File: config.mk
export PLATFORM = sky130hd
export DESIGN_NAME = mont_mult_unit
export DESIGN_NICKNAME = d
export VERILOG_FILES = /design/src/rtl/mont_mult_unit.sv
export SDC_FILE = /design/constraint.sdc
export NUM_CORES = 1
export LEC_CHECK = 0
export BUFFER_PORTS_ARGS = -buffer_cell sky130_fd_sc_hd__buf_2
export CAP_MARGIN = 20
export CORE_ASPECT_RATIO = 2
export CORE_MARGIN = 2
export CORE_UTILIZATION = 50
export DETAILED_ROUTE_END_ITERATION = 10
export HOLD_SLACK_MARGIN = 0.12
export PLACE_DENSITY = 0.71
export SETUP_SLACK_MARGIN = 0.3
export SYNTH_ARGS = -nofsm -noshare
export SYNTH_HDL_FRONTEND = slang
export SYNTH_SLANG_ARGS = --single-unit
File: constraint.sdc
create_clock -name clk -period 3.58 [get_ports clk]
set_input_delay 0.537 -clock clk [delete_from_list [all_inputs] [get_ports clk]]
set_output_delay 0.537 -clock clk [all_outputs]
set_load 0.02 [all_outputs]
File: src/rtl/mont_mult_unit.sv
// Bit-serial radix-2 Montgomery multiplier: result = a*b*2^-WIDTH mod m, one bit of a per clock.
// Latency WIDTH+2 cycles from accepted start to done (2 on rejected operands); start ignored while busy.
// Optional operand check under macro MONT_MULT_OPCHECK_EN; without it err is tied low.
module mont_mult_unit #(
    parameter int WIDTH = 4
) (
    input  logic             clk,
    input  logic             rst_n,
    input  logic             start,
    input  logic [WIDTH-1:0] a_in,
    input  logic [WIDTH-1:0] b_in,
    input  logic [WIDTH-1:0] m_in,
    output logic             busy,
    output logic             done,
    output logic [WIDTH-1:0] result,
    output logic             err
);

    localparam int PW = WIDTH + 2;
    localparam int CW = $clog2(WIDTH + 1);

    typedef enum logic [1:0] {
        IDLE = 2'd0,
        CALC = 2'd1,
        CORR = 2'd2
    } state_t;

    state_t           state;
    state_t           state_next;
    logic [WIDTH-1:0] a_q;
    logic [WIDTH-1:0] b_q;
    logic [WIDTH-1:0] m_q;
    logic [PW-1:0]    p_q;
    logic [PW-1:0]    t_sum;
    logic [PW-1:0]    u_sum;
    logic [PW-1:0]    p_step;
    logic [WIDTH-1:0] result_corr;
    logic [CW-1:0]    cnt;
    logic             last_bit;
    logic             bad_ops;

`ifdef MONT_MULT_OPCHECK_EN
    logic bad_q;
    logic err_q;
    assign bad_ops = ~m_in[0] | (a_in >= m_in) | (b_in >= m_in);
    assign err     = err_q;
`else
    assign bad_ops = 1'b0;
    assign err     = 1'b0;
`endif

    assign busy     = (state != IDLE);
    assign last_bit = (cnt == CW'(WIDTH - 1));

    // a_q is shifted right each iteration, so its LSB is always the current bit.
    always_comb begin
        t_sum       = p_q + (a_q[0] ? {2'b00, b_q} : '0);
        u_sum       = t_sum + (t_sum[0] ? {2'b00, m_q} : '0);
        p_step      = u_sum >> 1;
        result_corr = (p_q >= {2'b00, m_q}) ? WIDTH'(p_q - {2'b00, m_q}) : p_q[WIDTH-1:0];
    end

    always_comb begin
        state_next = state;
        case (state)
            IDLE:    if (start) state_next = bad_ops ? CORR : CALC;
            CALC:    if (last_bit) state_next = CORR;
            CORR:    state_next = IDLE;
            default: state_next = IDLE;
        endcase
    end

    always_ff @(posedge clk or negedge rst_n) begin
        if (!rst_n) state <= IDLE;
        else        state <= state_next;
    end

    always_ff @(posedge clk or negedge rst_n) begin
        if (!rst_n) begin
            a_q    <= '0;
            b_q    <= '0;
            m_q    <= '0;
            p_q    <= '0;
            cnt    <= '0;
            done   <= 1'b0;
            result <= '0;
`ifdef MONT_MULT_OPCHECK_EN
            bad_q  <= 1'b0;
            err_q  <= 1'b0;
`endif
        end else begin
            done <= 1'b0;
            case (state)
                IDLE: begin
                    if (start) begin
                        a_q   <= a_in;
                        b_q   <= b_in;
                        m_q   <= m_in;
                        p_q   <= '0;
                        cnt   <= '0;
`ifdef MONT_MULT_OPCHECK_EN
                        bad_q <= bad_ops;
                        err_q <= 1'b0;
`endif
                    end
                end
                CALC: begin
                    p_q <= p_step;
                    a_q <= a_q >> 1;
                    cnt <= cnt + 1'b1;
                end
                CORR: begin
                    done <= 1'b1;
`ifdef MONT_MULT_OPCHECK_EN
                    if (bad_q) begin
                        result <= '0;
                        err_q  <= 1'b1;
                    end else begin
                        result <= result_corr;
                    end
`else
                    result <= result_corr;
`endif
                end
                default: ;
            endcase
        end
    end

endmodule
==> summary.md, run 1 <==
| Metric | Value |
|---|---|
| Port Buffers | 20 |
| Mux contribution to synthesized area | 0.0469 |
| DRT iter0 DRCs | 13 |
| Comb power frac | 0.549 |
| Clk pin slew, worst setup/hold paths | 0.10 ns |
| R2r worst-path depth | 8 |
| First-pass DRT Iterations | 4 |
| Top_reg_cell synth | dfrtp_1 |
| CTS Buf Count | 3 |
| Complex-gate fraction of the synthesized area | 0.162 |
| Die area | 3750 um^2 |
| First-pass GRT wire length | 5.75 mm |
| Reg power frac | 0.337 |
| Least-Margin Pin Slew | 0.789 ns |
| Seq/Total Area, Yosys | 0.415 |
| Cell taking the most area after synthesis | dfrtp_1 |
| Fin. Hold Viols | 0 |
| Worst Clk Skew | 0.00478 ns |
| Slew HR | 0.473 |
| Hold buffers post-CTS | 0 |
| Slowest cell on crit path | fa_1 |
| Avg Synthesized Cell Area | 9.92 um^2 |
| Yosys cell types | 37 |
| Cell-by-cell trace of the critical path | and2_1, ha_1, fa_1, xor2_1, ha_1, a21oi_1, o21ba_2, o311ai_0 |
| Initial antenna violation count | 0 |
| GRT overflow | 0 |
| RSZ-0062 raised after global routing | no |
| Top Metal Used | met4 |
| Startpoint types | flop |
| Layout cells sized above 1 | 0.191 |
| Cell Rows | 29 |
| Total track usage | 0.212 |
| Outcome | completed |
| CP Capture Type | flop |
| Most used cell, CP | ha_1 |
| Vias/cell | 5.89 |
| ANT cells | 0 |
| Highest cell delay on the worst timing path | 0.43 ns |
| Sw frac | 0.433 |
| Final Cell Area | 1790 um^2 |
| Yosys top cell area share | 0.415 |
| Period utilization | 0.689 |
| P_leak | 0.000900 uW |
| Syn Nets | 195 |
| Routed WL | 3.31 mm |
| IO Count | 22 |
| Setup Crit Path Kind | flop to flop |
| Worst Path Required | 3.75 ns |
| #FFs+latches synth | 27 |
| Die height | 84.7 um |
| Pint | 933 uW |
| Placer Congestion | 0.871 |
| DP HPWL | 2.66 mm |
| Non-filler instance count after layout | 214 |
| Most numerous cell in the Yosys netlist | dfrtp_1 |
| Fraction of registers with async set/reset | 1.00 |
| Area share of fa/ha/maj cells after synthesis | 0.137 |
| VDD IR max | 0.000487 V |
| Nets | 215 |
| TNS Setup | 0 ns |
| H-Tree Depth | 1 |
| Worst Path Arrival | 2.64 ns |
| FMAX | 405 MHz |
| Detail Route met3 WL | 103 um |
| Tmin final | 2.47 ns |
| CTS tree | built |
| DRC | 0 |
| Clk root buf | clkbuf_8 |
| EDFF count, synth | 0 |
| Final Slew Violations | 0 |
| Initial Util | 0.515 |
| Clock buffer depth | 2 |
| Core ar. | 3160 um^2 |
| Worst hold path class | input pin to async pin |
| Clock power frac | 0.114 |
| Post-CTS Setup Repair Bufs | 0 |
| YS warnings | 0 |
| Dpl cell area | 1740 um^2 |
| Final ANT Viol Nets | 0 |
| Wirelength per Cell | 15.5 um |
| Crit path max fanout | 5 |
| Setup violations, final | 0 |
| # Max-Cap Violations | 0 |
| Ranking of synthesized cells by area | dfrtp_1 (42%), ha_1 (10%), o21ai_0 (5.2%) |
| Synthesized area | 1630 um^2 |
| Sink Count | 27 |
| Via count | 1260 |
| XOR/XNOR share of the synthesized area | 0.0377 |
| Net switching power | 712 uW |
| Met1 wire length | 1.13 mm |
| Area delta synth->final | 10.0% |
| Post-synth top cells | dfrtp_1 (27), nand2_1 (17), o21ai_0 (17) |
| Placed Instances | 210 |
| PostCTS Resize Cnt | 0 |
| Largest family of logic cells by synthesized area | compound AO/OA/AOI/OAI gates |
| Largest net degree at the start of global routing | 28 |
| Worst skew pair latency | 0.29 ns |
| Die extent in x | 44.3 um |
| Mapped Cells | 164 |
| Met2 WL post-DR | 1.93 mm |
| Simple-Gate Fraction of Synth Area | 0.155 |
| PwrDens | 919 nW/um^2 |
| Vias in the first global route | 1307 |
| WHS | 0.239 ns |
==> through the flow <==
| step | power (uW) | setup WS [ns] | utilization |
|---|---|---|---|
| after floorplan | 1220 | 1.32 | - |
| after CTS | 1670 | 1.12 | 0.567 |
| after global placement | 1420 | 1.25 | 0.551 |
| after detailed placement | 1470 | 1.16 | 0.551 |
| final | 1640 | 1.11 | 0.567 |
| after global routing | 1790 | 0.930 | 0.567 |
==> power groups by stage <==
stage               Combinational, uW  Clock (uW)  Sequential, uW
floorplan                         690           0             535
global placement                  865           0             553
detailed placement                906           0             564
CTS                               917         191             557
global route                     1020         198             574
finish                            903         187             555
==> critical path: cells and delay by family, from the launching register on <==
kind	cells	cell delay (ns)
AOI/OAI and AO/OA	3	0.65
xor gates and xnor gates	1	0.19
adders and majority gates	3	0.97
DFF	1	0.41
and+or+nand+nor	1	0.15
==> flip-flops by register name, indices dropped and copies added, names as in the netlist <==
register,cells
state,2
m_q,4
cnt,3
p_q,5
result,4
done,1
b_q,4
a_q,4
==> final timing paths <==
kind / startpoint / to / slack [ns]
max in group asynchronous: rst_n / b_q[3] / 2.95
min: rst_n / result[1] / 0.24
max: a_q[0] / p_q[4] / 1.11
min reg2reg: result[0] / result[0] / 0.48
max reg2reg: a_q[0] / p_q[4] / 1.11
min in group clk: m_in[3] / m_q[3] / 0.46
==> final cells by class <==
type | count | area, um^2
Multi-Input combinational cell | 120 | 880
Clock inverter | 1 | 8.76
Fill cell | 293 | 1370
Clock buffer | 3 | 41.3
Timing Repair Buffer | 20 | 100
Tap cell | 31 | 38.8
Inverter | 12 | 45.0
Sequential cell | 27 | 676
==> cell usage in the layout, fill, tap and decap left out, types with 2 or more instances in the layout <==
master,synthesis,routed
a21o_1,4,4
a21oi_1,8,8
a22oi_1,2,2
and2_1,7,7
buf_2,3,20
clkbuf_8,0,3
dfrtp_1,27,27
fa_1,3,3
ha_1,13,13
inv_1,12,12
mux2_2,5,5
mux2i_1,2,2
nand2_1,17,17
nand2b_1,2,2
nand3_1,6,6
nor2_1,2,2
nor2b_1,7,7
nor3_1,2,2
o21ai_0,17,17
or3_2,2,2
xnor2_1,4,4
xor2_1,3,3
==> metal layers <==
metal,vias to the layer above,global-route usage
li1,601,-
met1,611,0.213
met2,35,0.382
met3,13,0.0258
met4,0,0.132
met5,-,0
==> cell families after synthesis <==
logic type,Yosys count
fa+ha+maj,16
flops,27
other cells,1
xor+xnor,7
buf+inv,17
mux,7
compound gates,41
simple gates,48
No activity file was read; power rests on OpenSTA's default activity.
==> run 2: changes to the inputs <==
- PLACE_DENSITY: 0.71 -> 0.74
- clock period: 3.58 -> 2.15 ns (I/O delays scaled with it)
==> summary.md, run 2 (same netlist as run 1, synthesis figures left out) <==
| Metric | Value |
|---|---|
| Setup violations, final | 5 |
| Nets | 234 |
| Least-Margin Pin Slew | 0.646 ns |
| Worst hold path class | input pin to flop |
| WHS | 0.240 ns |
| ANT cells | 0 |
| Outcome | finished with violations |
| Placer Congestion | 0.941 |
| Failing checks | setup timing |
| Period utilization | 1.08 |
| Largest register FFs | 5 |
| Final Slew Violations | 0 |
| Core ar. | 3160 um^2 |
| Wirelength per Cell | 18.0 um |
| Largest net degree at the start of global routing | 28 |
| RSZ-0062 raised after global routing | yes |
| Crit path max fanout | 3 |
| Setup Crit Path Kind | flop to flop |
| Port Buffers | 20 |
| DP Worst Slack | -0.180 ns |
| Initial Util | 0.515 |
| VDD IR max | 0.00102 V |
| FMAX | 430 MHz |
| Startpoint types | flop |
| Sw frac | 0.423 |
| Pint | 2040 uW |
| Min-delay src | m_in[1] |
| H-Tree Depth | 1 |
| Comb power frac | 0.654 |
| Reg power frac | 0.259 |
| Die extent in x | 44.3 um |
| First-pass GRT wire length | 6.70 mm |
| Slowest cell on crit path | dfrtp_1 |
| Net switching power | 1490 uW |
| Vias in the first global route | 1507 |
| CTS Buf Count | 3 |
| DRT iter0 DRCs | 20 |
| Slew HR | 0.569 |
| DRC | 0 |
| Worst Path Required | 2.30 ns |
| Final ANT Viol Nets | 0 |
| Vias/cell | 5.97 |
| Reg with most FFs | p_q |
| Reg-to-reg startpoint | b_q[0] |
| Layout cells sized above 1 | 0.366 |
| Top Family by Delay on Critical Path | adder cells |
| Clk pin slew, worst setup/hold paths | 0.10 ns |
| Commonest non-fill, non-tap cell in the layout | dfrtp_1 |
| Clock power frac | 0.086 |
| Initial antenna violation count | 0 |
| Worst Clk Skew | 0.00334 ns |
| Area delta synth->final | 28.5% |
| GRT overflow | 0 |
| Via count | 1390 |
| Commonest non-fill, non-tap cells in the layout | dfrtp_1 (27), buf_2 (20), nand2_1 (17), buf_4 (13), o21ai_0 (12) |
| # Max-Cap Violations | 0 |
| TNS Setup | -0.540 ns |
| Cell-by-cell trace of the critical path | and2_4, ha_4, fa_2, xor2_1, ha_2, a21oi_4, o21ba_4, o21ai_2, o311ai_2 |
| Tmin final | 2.32 ns |
| CP Capture Type | flop |
| Routed WL | 4.19 mm |
| DP HPWL | 2.86 mm |
| Highest cell delay on the worst timing path | 0.39 ns |
| Setup ws final | -0.174 ns |
| Clk root buf | clkbuf_8 |
| Crit. Startpoint | b_q[0] |
| Fin. Hold Viols | 0 |
| Worst path bufs/invs | 0 |
| First-pass DRT Iterations | 4 |
| Worst Path Arrival | 2.48 ns |
| Die area | 3750 um^2 |
| IO Count | 22 |
| Worst skew pair latency | 0.28 ns |
| Clock buffer depth | 2 |
| PwrDens | 1690 nW/um^2 |
| Cell Rows | 29 |
| Sink Count | 27 |
| Total track usage | 0.243 |
| CTS tree | built |
| P_leak | 0.00101 uW |
| Die height | 84.7 um |
| Fin util | 0.662 |
-- run 2: metal layers --
layer,global-route usage,wire [um]
met4,0.146,245
met3,0.0301,113
met2,0.448,2400
met5,0,0
met1,0.239,1430
-- run 2: stage by stage --
stage                     std cells  total power (uW)  area, um^2
after CTS                       231              3330        2040
final                           233              3530        2090
after global placement          223              2600        1860
after global routing            233              3780        2090
after detailed placement        223              2680        1860
after floorplan                 164              2090        1650
-- run 2: worst reg2reg max path, delay by kind of cell (launching register included) --
family | cells | cell delay (ns)
fa+ha+maj | 3 | 0.90
flops | 1 | 0.39
simple gates | 1 | 0.17
xor+xnor | 1 | 0.16
compound gates | 4 | 0.58
-- run 2: timing repair --
action	CTS	global route
endpoints found under the setup margin	9	9
hold buffers	1	0
resized for setup	24	7
setup buffers	3	2
cloned	0	0
hold endpoints to repair	27	0
pin swaps	22	11
-- run 2: final cells by class --
type / count / area, um^2
repair buffers: 39 / 264
fillers: 240 / 1070
clock buffers: 3 / 41.3
flip-flops and latches: 27 / 676
well taps: 31 / 38.8
multi-input cells: 120 / 1010
inverters: 12 / 47.5
clock inverters: 1 / 7.51
-- run 2: final timing paths --
check,to,slack [ns],cells past startpoint
worst max-delay path,p_q[4],-0.17,9
worst min-delay path,m_q[1],0.24,3
worst max register to register,p_q[4],-0.17,9
worst min register to register,result[1],0.50,2
max in group asynchronous,m_q[3],1.14,2
min in group asynchronous,result[1],0.59,2
-- run 2: power by group through the flow --
stage               registers [uW]  clock network, uW  logic [uW]
floorplan                      893                  0        1200
global placement               894                  0        1710
detailed placement             908                  0        1770
CTS                            904                313        2110
global route                   941                333        2510
finish                         916                304        2310
==> run 3: changes to the inputs <==
- ABC_AREA: unset -> 1
- PLACE_DENSITY: 0.74 -> 0.73
==> summary.md, run 3 <==
| Metric | Value |
|---|---|
| Worst hold path class | input pin to flop |
| Sink Count | 27 |
| FMAX | 435 MHz |
| #FFs+latches synth | 27 |
| Crit path max fanout | 4 |
| Dpl cell area | 1880 um^2 |
| Clock buffer depth | 2 |
| Fin util | 0.599 |
| Reg with most FFs | p_q |
| GRT overflow | 0 |
| Worst skew pair latency | 0.28 ns |
| Placer Congestion | 0.918 |
| Period utilization | 1.07 |
| Top_reg_cell synth | dfrtp_1 |
| Clk pin slew, worst setup/hold paths | 0.10 ns |
| Initial Util | 0.514 |
| P_leak | 0.00112 uW |
| # Max-Cap Violations | 0 |
| Synthesized area | 1720 um^2 |
| Wirelength per Cell | 13.9 um |
| Fraction of registers with async set/reset | 1.00 |
| CP Capture Type | flop |
| Overall power | 3640 uW |
| Area delta synth->final | 16.5% |
| Worst Path Required | 2.32 ns |
| Routed WL | 3.60 mm |
| H-Tree Depth | 1 |
| DRT iter0 DRCs | 24 |
| PwrDens | 1820 nW/um^2 |
| Vias/cell | 5.36 |
| EDFF count, synth | 0 |
| YS warnings | 0 |
| Failing checks | setup timing |
| Worst Clk Skew | 0.00754 ns |
| First-pass GRT wire length | 5.99 mm |
| Final Slew Violations | 0 |
| Slew HR | 0.598 |
| Largest register FFs | 5 |
| Layout cells sized above 1 | 0.254 |
| Cell Rows | 30 |
| VDD IR max | 0.000940 V |
| Port Buffers | 20 |
| Seq/Total Area, Yosys | 0.394 |
| FILL cells | 306 |
| Initial antenna violation count | 0 |
| Largest net degree at the start of global routing | 28 |
| Die area | 3950 um^2 |
| Syn Nets | 230 |
| Commonest non-fill, non-tap cells in the layout | nand2_1 (49), inv_1 (31), dfrtp_1 (27), buf_2 (20), nand3_1 (15) |
| Yosys top cell area share | 0.394 |
| Setup violations, final | 4 |
| ANT cells | 0 |
| Final Cell Area | 2000 um^2 |
| Most numerous cell in the Yosys netlist | nand2_1 |
| Avg Synthesized Cell Area | 8.63 um^2 |
| Fin. Hold Viols | 0 |
| DP HPWL | 2.80 mm |
| Least-Margin Pin Slew | 0.604 ns |
| Ranking of synthesized cells by area | dfrtp_1 (39%), nand2_1 (12%), ha_1 (9.5%) |
| DRC | 0 |
| Startpoint types | flop |
| First-pass DRT Iterations | 4 |
| Total track usage | 0.210 |
| Nets | 260 |
| Die height | 86.9 um |
| DP Worst Slack | -0.115 ns |
| CTS Buf Count | 3 |
| Post-synth top cells | nand2_1 (54), inv_1 (33), dfrtp_1 (27) |
| Vias in the first global route | 1366 |
| Outcome | finished with violations |
| Tmin final | 2.30 ns |
| IO Count | 22 |
| Via count | 1393 |
| Setup Crit Path Kind | flop to flop |
| Commonest non-fill, non-tap cell in the layout | nand2_1 |
| Clk root buf | clkbuf_8 |
| Final ANT Viol Nets | 0 |
| Cell taking the most area after synthesis | dfrtp_1 |
| Mapped Cells | 199 |
| TNS Setup | -0.392 ns |
| Yosys cell types | 30 |
| RSZ-0062 raised after global routing | yes |
| Setup ws final | -0.151 ns |
| Worst Path Arrival | 2.47 ns |
| Die extent in x | 45.4 um |
| CTS tree | built |
| Core ar. | 3340 um^2 |
==> run 3: path summary, 6_finish.rpt <==
path / cells past startpoint / end / slack, ns / start
max in group asynchronous: 2 / p_q[3] / 1.17 / rst_n
hold reg to reg: 2 / result[0] / 0.48 / result[0]
setup reg to reg: 14 / p_q[2] / -0.15 / a_q[0]
min in group asynchronous: 2 / result[0] / 0.57 / rst_n
setup / recovery: 14 / p_q[2] / -0.15 / a_q[0]
hold / removal: 2 / m_q[0] / 0.26 / m_in[0]
==> run 3: stage by stage <==
step           hold slack [ns]  cells
2_1_floorplan           0.0269    199
3_3_place_gp             0.364    253
3_5_place_dp             0.376    253
4_1_cts                  0.258    259
5_1_grt                  0.257    260
6_report                 0.261    260
==> run 3: final cells by class <==
type | instances | area [um^2] | share of cell area
Tap cell | 32 | 40.0 | 0.0200
Multi-Input combinational cell | 135 | 948 | 0.474
Inverter | 35 | 131 | 0.0657
Timing Repair Buffer | 27 | 159 | 0.0794
Clock buffer | 3 | 41.3 | 0.0206
Sequential cell | 27 | 676 | 0.338
Clock inverter | 1 | 5.00 | 0.00250
==> run 3: cell families after synthesis <==
kind of cell / after synthesis / synth area share
other cells: 1 / 0.00218
mux: 5 / 0.0394
flops: 27 / 0.394
buf+inv: 37 / 0.0875
fa+ha+maj: 16 / 0.130
simple gates: 93 / 0.271
xor+xnor: 4 / 0.0204
compound gates: 16 / 0.0561
==> run 3: worst max-delay path, stage by stage (launching register included) <==
cell,delay (ns)
dfrtp_1,0.42
nand2_1,0.09
inv_2,0.04
ha_4,0.15
fa_2,0.34
xor2_1,0.18
ha_1,0.34
nand2_1,0.08
inv_1,0.06
nand2_1,0.06
nand2_2,0.08
nand2_2,0.07
buf_4,0.14
nand2_4,0.06
o22ai_1,0.08
==> run 3: where the power goes <==
| group | total, uW | internal (uW) | switching (uW) |
|---|---|---|---|
| Clock | 297 | 130 | 167 |
| Combinational | 2430 | 1010 | 1410 |
| Sequential | 915 | 745 | 171 |
==> run 3: what timing repair did <==
| item | in CTS | in global routing |
|---|---|---|
| hold buffers | 1 | 0 |
| endpoints found under the hold margin | 27 | 0 |
| pin swaps | 0 | 1 |
| endpoints found under the setup margin | 5 | 5 |
| buffers inserted | 1 | 1 |
| resized for setup | 7 | 6 |
| gates cloned | 0 | 0 |
==> run 3: routing by layer <==
| metal | GRT usage | routed length (um) | vias to the layer above |
|---|---|---|---|
| li1 | - | - | 694 |
| met1 | 0.223 | 1320 | 662 |
| met5 | 0 | 0 | - |
| met3 | 0.0290 | 78 | 9 |
| met2 | 0.371 | 2070 | 28 |
| met4 | 0.118 | 131 | 0 |
